## src/rtl/toy_bus_pkg.sv

```systemverilog
// Shared ToyBus payload widths, the ToyBusAck beat struct and the round-robin pointer helper.
package toy_bus_pkg;

    localparam int OPCODE_W   = 1;
    localparam int DATA_W     = 256;
    localparam int SIDEBAND_W = 10;
    localparam int ID_W       = 4;
    localparam int GRANT_W    = 3;
    localparam int PERF_W     = 16;

    typedef struct packed {
        logic [OPCODE_W-1:0]   opcode;
        logic [DATA_W-1:0]     data;
        logic [SIDEBAND_W-1:0] sideband;
        logic [ID_W-1:0]       src_id;
        logic [ID_W-1:0]       tgt_id;
    } toy_bus_ack_t;

    // Pointer moves one past the winner, wrapping from n-1 back to 0.
    function automatic logic [GRANT_W-1:0] rr_next(input logic [GRANT_W-1:0] idx, input int n);
        return (int'(idx) == n - 1) ? '0 : idx + GRANT_W'(1);
    endfunction

endpackage

```

## src/rtl/toy_bus_rr_pick.sv

```systemverilog
// Combinational round-robin winner search: first asserted request at or above ptr, wrapping.
module toy_bus_rr_pick
    import toy_bus_pkg::*;
#(
    parameter int NUM_IN = 2
) (
    input  logic [NUM_IN-1:0]  req,
    input  logic [GRANT_W-1:0] ptr,
    output logic [GRANT_W-1:0] winner,
    output logic               any_req
);

    always_comb begin
        winner  = '0;
        any_req = 1'b0;
        // Outer loop walks the search order from ptr; first hit wins.
        for (int k = 0; k < NUM_IN; k++) begin
            for (int j = 0; j < NUM_IN; j++) begin
                if (!any_req && req[j] && (j == ((int'(ptr) + k) % NUM_IN))) begin
                    winner  = GRANT_W'(j);
                    any_req = 1'b1;
                end
            end
        end
    end

endmodule

```

## src/rtl/toy_bus_arb_node_rr.sv

```systemverilog
// Round-robin merge of NUM_IN single-beat ToyBusAck requesters into one registered output.
// Optional per-requester grant counters are built when TOY_BUS_ARB_PERF_CNT_EN is defined.
module toy_bus_arb_node_rr
    import toy_bus_pkg::*;
#(
    parameter int NUM_IN = 2
) (
    input  logic                         clk,
    input  logic                         rst_n,
    input  logic [NUM_IN-1:0]            in_vld,
    output logic [NUM_IN-1:0]            in_rdy,
    input  logic [NUM_IN*OPCODE_W-1:0]   in_opcode,
    input  logic [NUM_IN*DATA_W-1:0]     in_data,
    input  logic [NUM_IN*SIDEBAND_W-1:0] in_sideband,
    input  logic [NUM_IN*ID_W-1:0]       in_src_id,
    input  logic [NUM_IN*ID_W-1:0]       in_tgt_id,
    output logic                         out_vld,
    input  logic                         out_rdy,
    output logic [OPCODE_W-1:0]          out_opcode,
    output logic [DATA_W-1:0]            out_data,
    output logic [SIDEBAND_W-1:0]        out_sideband,
    output logic [ID_W-1:0]              out_src_id,
    output logic [ID_W-1:0]              out_tgt_id,
    output logic [GRANT_W-1:0]           out_grant_id
`ifdef TOY_BUS_ARB_PERF_CNT_EN
    ,
    output logic [NUM_IN*PERF_W-1:0]     perf_grant_cnt
`endif
);

    logic               r_out_vld;
    logic [GRANT_W-1:0] r_rr_ptr;
    logic [GRANT_W-1:0] r_grant_id;
    toy_bus_ack_t       r_out;

    logic [GRANT_W-1:0] w_winner;
    logic               w_any_req;
    logic               w_load_en;
    logic               w_accept;
    toy_bus_ack_t       w_pick;

    toy_bus_rr_pick #(
        .NUM_IN (NUM_IN)
    ) u_pick (
        .req     (in_vld),
        .ptr     (r_rr_ptr),
        .winner  (w_winner),
        .any_req (w_any_req)
    );

    assign w_load_en = !r_out_vld || out_rdy;
    // Gating with rst_n keeps every in_rdy low while reset is applied.
    assign w_accept  = w_any_req && w_load_en && rst_n;

    always_comb begin
        in_rdy = '0;
        w_pick = '0;
        for (int i = 0; i < NUM_IN; i++) begin
            if (w_winner == GRANT_W'(i)) begin
                in_rdy[i]       = w_accept;
                w_pick.opcode   = in_opcode[i*OPCODE_W +: OPCODE_W];
                w_pick.data     = in_data[i*DATA_W +: DATA_W];
                w_pick.sideband = in_sideband[i*SIDEBAND_W +: SIDEBAND_W];
                w_pick.src_id   = in_src_id[i*ID_W +: ID_W];
                w_pick.tgt_id   = in_tgt_id[i*ID_W +: ID_W];
            end
        end
    end

    always_ff @(posedge clk) begin
        if (!rst_n) begin
            r_out_vld  <= 1'b0;
            r_rr_ptr   <= '0;
            r_grant_id <= '0;
            r_out      <= '0;
        end else begin
            if (w_load_en) begin
                r_out_vld <= w_accept;
            end
            if (w_accept) begin
                r_out      <= w_pick;
                r_grant_id <= w_winner;
                r_rr_ptr   <= rr_next(w_winner, NUM_IN);
            end
        end
    end

    assign out_vld      = r_out_vld;
    assign out_opcode   = r_out.opcode;
    assign out_data     = r_out.data;
    assign out_sideband = r_out.sideband;
    assign out_src_id   = r_out.src_id;
    assign out_tgt_id   = r_out.tgt_id;
    assign out_grant_id = r_grant_id;

`ifdef TOY_BUS_ARB_PERF_CNT_EN
    logic [PERF_W-1:0] r_perf_cnt [NUM_IN];

    always_ff @(posedge clk) begin
        if (!rst_n) begin
            for (int i = 0; i < NUM_IN; i++) begin
                r_perf_cnt[i] <= '0;
            end
        end else begin
            for (int i = 0; i < NUM_IN; i++) begin
                if (w_accept && (w_winner == GRANT_W'(i))) begin
                    r_perf_cnt[i] <= r_perf_cnt[i] + PERF_W'(1);
                end
            end
        end
    end

    always_comb begin
        perf_grant_cnt = '0;
        for (int i = 0; i < NUM_IN; i++) begin
            perf_grant_cnt[i*PERF_W +: PERF_W] = r_perf_cnt[i];
        end
    end
`endif

endmodule

```

## config.mk

```make
export PLATFORM = sky130hd
export DESIGN_NAME = toy_bus_arb_node_rr
export DESIGN_NICKNAME = d
export VERILOG_FILES = /design/src/rtl/toy_bus_pkg.sv /design/src/rtl/toy_bus_rr_pick.sv /design/src/rtl/toy_bus_arb_node_rr.sv
export SDC_FILE = /design/constraint.sdc
export NUM_CORES = 1
export LEC_CHECK = 0
export ABC_AREA = 0
export CAP_MARGIN = 10
export CORE_AREA = 3 3 326 328
export DETAILED_ROUTE_END_ITERATION = 10
export DIE_AREA = 0 0 329 331
export GPL_TIMING_DRIVEN = 0
export HOLD_SLACK_MARGIN = 0.12
export SYNTH_ARGS = -nofsm -noshare
export SYNTH_HDL_FRONTEND = slang
export SYNTH_SLANG_ARGS = --single-unit
```

## constraint.sdc

```tcl
create_clock -name clk -period 2.04 [get_ports clk]
set_input_delay 0.51 -clock clk [delete_from_list [all_inputs] [get_ports clk]]
set_output_delay 0.51 -clock clk [all_outputs]
set_load 0.02 [all_outputs]
```

==> flow_summary.json <==
{
  "grt_start_max_net_pins": 13,
  "ys_async_sr_fraction_pct": 0,
  "slowest_stage": "dfxtp_2",
  "synth_commonest_cells": "278 x dfxtp_1, 275 x mux2i_1, 275 x nand3_1, 275 x o21ai_1, 41 x clkbuf_1",
  "avgSynthCellArea_um2": 9.73,
  "start_kind": "flop",
  "clk_pin_slew_worst_paths_ps": 60,
  "fin_cells": 3535,
  "syn_inst": 1243,
  "cts_buffer_depth": 3,
  "fin_crit_sh_pct": 104,
  "path_cells": "nand2b_4 > nand3b_4 > buf_12 > clkbuf_16 > nor2_4 > buf_6",
  "cp_max_fo": 4,
  "dr_total_vias": 13200,
  "tightest_slew_ps": 828,
  "seq_area_frac_synth_pct": 46.0,
  "leakage_nw": 10.3,
  "status": "finished with violations",
  "netlist_top_cells_area": "dfxtp_1 46%, mux2i_1 23%, nand3_1 11%",
  "cts_made_buffers": 36,
  "rsz0062_at_grt": "true",
  "ys_types": 23,
  "clk_latency_ps": 570,
  "synth_most_common_cell": "dfxtp_1",
  "design.die.area_um2": 109000,
  "setup_ws_ps": -84.6,
  "areaGrowthSynthToFinish_pct": 92.5,
  "synth.largest_area_cell": "dfxtp_1",
  "synth_flop_cell": "dfxtp_1",
  "finalPower_mw": 17.8,
  "drc": 0,
  "violations": "setup timing",
  "post-dp-hpwl_mm": 62.5,
  "drv_slew": 0,
  "finalCriticalPeriod_ps": 2120,
  "io_buffer_count": 832,
  "h-tree-depth": 2,
  "grt_pass1_vias": 13300,
  "grt_pass1_wl_mm": 99.3,
  "drive_gt1_share_pct": 8.14,
  "cap_violations": 0,
  "grt_use_total_pct": 13.0,
  "die-height_um": 331,
  "finalHoldViolations": 0,
  "rows": 118,
  "cts.sinks": 278,
  "die_w_um": 329,
  "antenna_found_initial": 12,
  "dr.pass1.iters": 5,
  "routed_wl_mm": 75.4,
  "viasPerCell": 3.73,
  "end_kind": "primary output",
  "core_area_um2": 103000,
  "placed_cells": 3456,
  "final.setup.tns_ps": -167,
  "syn_area_um2": 12100,
  "cp.arrival_ps": 1610,
  "path_class": "reg2out",
  "synth-edff-count": 0,
  "cts_tree": "built",
  "critPathMaxStageDelay_ps": 330,
  "ir_drop_mv": 0.439,
  "yosysTopAreaCellShare_pct": 46.0,
  "clock-root-buffer": "clkbuf_16",
  "synth_warnings": 0,
  "slew_headroom_pct": 44.8,
  "hold_slack_ps": 453,
  "gp_routability_congestion": 0.874,
  "ant_nets": 0,
  "powerDensity_nw_per_um2": 766,
  "final_nets": 2678,
  "hold_class": "reg2reg",
  "finClkSkew_ps": 16.8,
  "ioPinCount": 836,
  "wire_per_inst_um": 21.3,
  "gr-total-overflow": 0,
  "start_util_pct": 11.7,
  "max_freq_mhz": 471,
  "fillCellCount": 11400,
  "setup_viol": 2,
  "ys_ff_latch": 278,
  "required_ps": 1530,
  "drtIter0Drc": 670
}
[where the power goes]
| part | internal (mW) | switching, mW | leakage, nW |
|---|---|---|---|
| sequential | 6.00 | 0.300 | 2.31 |
| combinational | 2.21 | 2.58 | 7.41 |
| clock | 4.14 | 2.59 | 0.612 |
[flip-flops by register name, indices dropped and copies added (netlist names)]
register and cells:
r_rr_ptr 1, out_tgt_id 4, out_opcode 1, out_grant_id 1, out_data 256, out_src_id 4
out_vld 1, out_sideband 10
[what timing repair did]
action / CTS / global route
setup buffers: 9 / 1
hold buffers: 0 / 0
endpoints found under the hold margin: 0 / 0
gates resized for setup: 348 / 9
endpoints found under the setup margin: 310 / 27
pin swaps: 1 / 2
[stage by stage]
step | instance area, µm² | util, % | setup WS [ps]
3_5_place_dp | 22100 | 21.4 | -1380
4_1_cts | 23300 | 22.5 | -218
6_report | 23300 | 22.5 | -84.6
5_1_grt | 23300 | 22.5 | -189
2_1_floorplan | 12100 | - | 122
3_3_place_gp | 22100 | 21.4 | -1390
[layout make-up]
type | count | area [µm²] | area share, %
Inverter | 3 | 11.3 | 0.0484
Timing Repair Buffer | 842 | 8070 | 34.7
Multi-Input combinational cell | 838 | 5650 | 24.3
Antenna cell | 6 | 15.0 | 0.0645
Tap cell | 1380 | 1730 | 7.42
Clock buffer | 54 | 1110 | 4.77
Buffer | 124 | 970 | 4.17
Sequential cell | 278 | 5570 | 23.9
Clock inverter | 10 | 141 | 0.608
[critical path: cells and delay by family, from the launching register on]
family	cells	cell delay (ps)
buf+inv	3	440
flops	1	330
simple gates	3	270
[routing by layer]
| layer | part of all wire [%] | wire length (µm) | up-vias | track usage, % |
|---|---|---|---|---|
| met1 | 39 | 29600 | 6202 | 14.9 |
| met2 | 47 | 35200 | 596 | 21.3 |
| met5 | 0.032 | 24 | - | 0 |
| met4 | 3.7 | 2780 | 4 | 5.73 |
| li1 | - | - | 6282 | - |
| met3 | 10 | 7740 | 94 | 5.17 |
[cell usage in the layout (no fill, tap or decap), drive strengths merged]
cell           netlist  layout
a211oi               1       1
conb                 1       2
mux2i              275     275
dfxtp              278     278
clkinv               0       2
buf                 83      93
dlygate4sd2          0     266
nand2b               1       1
a21oi                1       1
bufinv               0       3
clkbuf              42      99
clkdlybuf4s15        0      12
nor2                 4       4
nand3              275     275
a21boi               1       1
inv                  3       6
diode                0       6
nand3b               1       1
clkinvlp             0       2
clkdlybuf4s50        0     550
o21ai              276     276
a22oi                1       1
[logic make-up (layout without fill, tap and decap cells)]
group	after synthesis	after routing	synth area share (%)
flip-flops	278	278	46.0
other	1	8	0.0310
buffers and inverters	128	1033	7.71
AND/OR/NAND/NOR	281	281	11.7
AO/OA/AOI/OAI	280	280	11.7
multiplexers	275	275	22.8
[worst paths after layout]
path	startpoint	to	slack [ps]	cells past startpoint
worst min register to register	out_data[196]	out_data[196]	450	2
worst max register to register	r_rr_ptr[0]	out_data[69]	90	7
worst min-delay path	out_data[196]	out_data[196]	450	2
worst max-delay path	out_vld	in_rdy[0]	-80	6
Power figures use the tool's default switching activity.
